==> src/rtl/led_seq_ctrl.sv <==
// Sequencing controller for the 24-LED bank: holds a display mode latched at start
// and steps a registered pattern once every CNT_MAX clock cycles while running.
module led_seq_ctrl #(
  parameter int CNT_MAX = 25_000_000,
  parameter int WIDTH   = 24
) (
  input  logic             clk,
  input  logic             rst,
  input  logic [1:0]       mode,
  input  logic             start,
  input  logic             stop,
  output logic [WIDTH-1:0] led,
  output logic             busy,
  output logic             tick,
  output logic             wrap
);

  localparam int PW = (CNT_MAX > 1) ? $clog2(CNT_MAX) : 1;
  localparam logic [PW-1:0]    PRESC_LAST = PW'(CNT_MAX - 1);
  localparam logic [WIDTH-1:0] ONE        = {{(WIDTH-1){1'b0}}, 1'b1};
  localparam logic [WIDTH-1:0] TOP        = {1'b1, {(WIDTH-1){1'b0}}};

  typedef enum logic {IDLE, RUN} state_t;
  typedef enum logic [1:0] {M_WALK, M_BOUNCE, M_BLINK, M_FILL} mode_t;

  state_t           state, state_n;
  mode_t            mode_q, mode_n;
  logic [PW-1:0]    presc, presc_n;
  logic [WIDTH-1:0] led_n, step_led;
  logic             busy_n, wrap_n;
  logic             dir, dir_n, step_dir, step_wrap;

  function automatic logic [WIDTH-1:0] init_pattern(input mode_t m);
    return (m == M_BLINK) ? '1 : ONE;
  endfunction

  assign tick = (state == RUN) && (presc == PRESC_LAST);

  // Next pattern for the latched mode; dir=0 means the bounce bit moves left.
  always_comb begin
    step_led  = led;
    step_dir  = dir;
    step_wrap = 1'b0;
    case (mode_q)
      M_WALK: begin
        step_led  = {led[WIDTH-2:0], led[WIDTH-1]};
        step_wrap = (led == TOP);
      end
      M_BOUNCE: begin
        if (!dir) begin
          step_led = led << 1;
          step_dir = step_led[WIDTH-1];
        end else begin
          step_led  = led >> 1;
          step_dir  = !step_led[0];
          step_wrap = step_led[0];
        end
      end
      M_BLINK: begin
        step_led  = ~led;
        step_wrap = (led == '0);
      end
      M_FILL: begin
        if (led == '1) begin
          step_led  = ONE;
          step_wrap = 1'b1;
        end else begin
          step_led = {led[WIDTH-2:0], 1'b1};
        end
      end
      default: step_led = led;
    endcase
  end

  always_comb begin
    state_n = state;
    mode_n  = mode_q;
    presc_n = presc;
    led_n   = led;
    busy_n  = busy;
    wrap_n  = 1'b0;
    dir_n   = dir;
    case (state)
      IDLE: begin
        if (start && !stop) begin
          state_n = RUN;
          mode_n  = mode_t'(mode);
          led_n   = init_pattern(mode_t'(mode));
          presc_n = '0;
          dir_n   = 1'b0;
          busy_n  = 1'b1;
        end
      end
      RUN: begin
        if (tick) begin
          presc_n = '0;
          led_n   = step_led;
          dir_n   = step_dir;
          wrap_n  = step_wrap;
        end else begin
          presc_n = presc + PW'(1);
        end
      end
      default: state_n = IDLE;
    endcase
    // Stop overrides everything, including a simultaneous start.
    if (stop) begin
      state_n = IDLE;
      led_n   = '0;
      busy_n  = 1'b0;
      presc_n = '0;
      wrap_n  = 1'b0;
    end
  end

  always_ff @(posedge clk or posedge rst) begin
    if (rst) begin
      state  <= IDLE;
      mode_q <= M_WALK;
      presc  <= '0;
      led    <= '0;
      busy   <= 1'b0;
      wrap   <= 1'b0;
      dir    <= 1'b0;
    end else begin
      state  <= state_n;
      mode_q <= mode_n;
      presc  <= presc_n;
      led    <= led_n;
      busy   <= busy_n;
      wrap   <= wrap_n;
      dir    <= dir_n;
    end
  end

endmodule

==> config.mk <==
export PLATFORM = sky130hd
export DESIGN_NAME = led_seq_ctrl
export DESIGN_NICKNAME = d
export VERILOG_FILES = /design/src/rtl/led_seq_ctrl.sv
export SDC_FILE = /design/constraint.sdc
export NUM_CORES = 1
export LEC_CHECK = 0
export CORE_UTILIZATION = 55
export CTS_BUF_LIST = sky130_fd_sc_hd__clkbuf_4
export DETAILED_ROUTE_END_ITERATION = 8
export PLACE_DENSITY = 0.75
export SYNTH_ARGS = -nofsm -noshare
export SYNTH_HDL_FRONTEND = slang
export SYNTH_SLANG_ARGS = --single-unit
==> constraint.sdc <==
create_clock -name clk -period 2.8 [get_ports clk]
set_input_delay 0.56 -clock clk [delete_from_list [all_inputs] [get_ports clk]]
set_output_delay 0.56 -clock clk [all_outputs]
set_load 0.02 [all_outputs]
==> results.yml <==
critical_path:
  endpoint_kind: "output port"
  crit_family: "simple AND/OR/NAND/NOR gates"
  ff2ff_setup_slack_ns: 0.42
  path_max_fanout: 4
  start_kind: "flip-flop"
  path_buf_inv: 1
  r2r_start: "presc[15]"
  r2r_end: "led[21]"
  cp_slowest_cell: "dfrtp_1"
  r2r_cells: 5
  crit_arrival_ns: 2.11
  required_ns: 2.24
  max_stage_delay_ns: 0.46
  crit_type: "reg2out"
  crit_chain: "nor4b_2 -> nand4_4 -> nor4b_4 -> clkdlybuf4s15_1"
timing:
  hold_slack_ns: 0.509
  setup_slack_ns: 0.134
  max_freq_mhz: 375
  finalHoldViolCount: 0
  fin_skew_ns: 0.0143
  tightest_slew_ns: 0.596
  slew_headroom_pct: 60.2
  drv_slew: 0
  min_period_ns: 2.67
  fin_crit_sh_pct: 95.2
  setup_viol: 0
  rsz0062_at_grt: "no"
  tns_ns: 0
pwr:
  power_density_mw_per_mm2: 425
  p_comb_share_pct: 18.5
  internal_power_mw: 1.04
  peakVddDrop_mv: 0.234
  clockPowerShare_pct: 24.9
  p_sw_uw: 493
  pwr-share-seq_pct: 56.6
  total_power_mw: 1.53
  leakage_nw: 1.42
  switching_share_pct: 32.2
global_route:
  grt_pass1_wl_um: 13000
  antenna_found_initial: 0
  track_usage_pct: 27.2
  grt_overflow: 0
  grt_pass1_vias: 2626
  grt_max_degree: 30
placed_design:
  gp_congestion: 0.865
  numPortBuffers: 32
  dp_hpwl_um: 4930
  place_ws_ns: 0.275
die:
  core_mm2: 0.00551
  io_pins: 33
  start_util_pct: 56.8
  die_w_um: 77.4
  fp-row-count: 27
  die_area_mm2: 0.00599
  die_h_um: 77.4
final_layout:
  antenna_cells: 0
  multiInputGateArea_mm2: 0.00162
  drive_above_1_share_pct: 9.40
  areaGrowthSynthToFinish_pct: 15.0
  nets: 357
  ff_latch_area_mm2: 0.00138
  utilization_pct: 65.3
  fillers: 479
clocking:
  cts_tree: "built"
  cts_buffer_depth: 2
  postCtsHoldBufs: 0
  cts.sink_count: 55
  clk_pin_slew_ns: 0.18
  clockRootBuffer: "clkbuf_4"
  cts_setup_buffers: 0
  cts_max_level: 2
  clock_latency_ns: 0.40
  cts_made_buffers: 5
route:
  drtIter0Drc: 149
  wl_per_cell_um: 17.9
  first_pass_iters: 4
  vias: 2759
  vias_per_cell: 6.52
  drt-total-wl_um: 7560
  drc_errors: 0
  antenna_left: 0
yosys:
  synth-edff-count: 0
  synth_cells: 319
  ys_async_sr_fraction_pct: 100
  syn_nets: 326
  seq_area_frac_synth_pct: 44.0
  ys_ff_latch: 55
  ys_warn_count: 0
  syn_area_per_cell_um2: 9.80
  syn_area_mm2: 0.00313
  synthFlopType: "dfrtp_1"
  netlist-cell-type-count: 54
min_path:
  holdCritPathClass: "in2async"
run_status:
  status: "completed"
flow_run:
  maxCapViolCount: 0
-- per-stage QoR --
step	cells	cell area [µm²]
3_5_place_dp	415	3530
6_report	423	3590
2_1_floorplan	319	3130
4_1_cts	423	3590
5_1_grt	423	3590
3_3_place_gp	415	3530
-- cells in the final DEF, fill, tap and decap left out, types with 9 or more instances in the layout --
cell type,instances
dfrtp_1,55
clkdlybuf4s50_1,31
o21ai_0,28
nor2_1,27
o2bb2ai_1,23
a221oi_1,22
nand2_1,20
buf_4,11
nand4_1,10
xnor2_1,10
nand3_1,9
nor3_1,9
-- flip-flops by register name, summed over array words and instances (netlist names) --
signal and cells:
led 24, wrap 1, presc 25, dir 1, mode_q 2, busy 1, state 1
-- cell families after synthesis --
family	after synthesis	synth area share, %
AO/OA/AOI/OAI	100	23.9
XOR/XNOR	15	4.20
adder cells (fa/ha/maj)	1	0.400
buffers and inverters	27	4.28
flip-flops	55	44.0
multiplexers	3	1.08
AND/OR/NAND/NOR	118	22.1
-- power by group through the flow --
| stage | registers (mW) | clock network (mW) | logic, mW |
|---|---|---|---|
| final | 0.865 | 0.380 | 0.283 |
| after global routing | 0.870 | 0.422 | 0.311 |
| after CTS | 0.864 | 0.393 | 0.283 |
| after detailed placement | 0.877 | 0 | 0.282 |
| after global placement | 0.877 | 0 | 0.275 |
| after floorplan | 0.879 | 0 | 0.183 |
-- Yosys cell counts (2+ instances only) --
cell type	instances	area [µm²]
nor2b_1	4	25.0
nor3_1	9	45.0
a21oi_1	7	35.0
buf_6	3	33.8
a22o_1	3	26.3
buf_2	5	25.0
a21o_1	2	15.0
a31oi_1	3	18.8
inv_1	7	26.3
nand2_1	20	75.1
nand3_1	9	45.0
nand2b_1	4	25.0
and3_1	4	25.0
clkbuf_1	11	41.3
o211ai_1	3	22.5
dfrtp_1	55	1380
nor4_1	8	50.1
or3_1	2	12.5
xnor2_1	10	87.6
or4_1	2	15.0
o2bb2ai_1	23	201
a221oi_1	22	193
mux2_2	2	22.5
and4_1	5	43.8
nand4_1	10	62.6
o21ai_0	28	140
xor2_1	5	43.8
nor2_1	27	101
-- how the worst max path moves through the flow --
| stage | start | to | slack (ns) | depth (start not counted) |
|---|---|---|---|---|
| after floorplan | presc[6] | led[0] | 0.74 | 5 |
| after global placement | presc[15] | tick | 0.28 | 4 |
| after detailed placement | presc[15] | tick | 0.27 | 4 |
| after CTS | presc[15] | tick | 0.09 | 4 |
| after global routing | presc[0] | tick | 0.005 | 5 |
| final | presc[15] | tick | 0.13 | 4 |
-- metal layers --
layer	vias up	GRT usage (%)	routed length (µm)
li1	1293	-	-
met5	-	0	0
met4	0	10.6	119
met2	76	45.8	3810
met3	14	4.35	297
met1	1376	35.0	3340
-- area by class of cell --
type	count	share of cell area, %
multi-input cells	237	45.0
flip-flops and latches	55	38.3
repair buffers	44	11.8
well taps	72	2.51
clock buffers	5	1.04
inverters	7	0.731
clock inverters	3	0.696
-- what timing repair did --
action	4_1_cts	5_1_grt
hold endpoints to repair	0	0
endpoints found under the setup margin	1	1
resized for setup	1	1
Note: power is estimated with default switching activity, not from simulation.
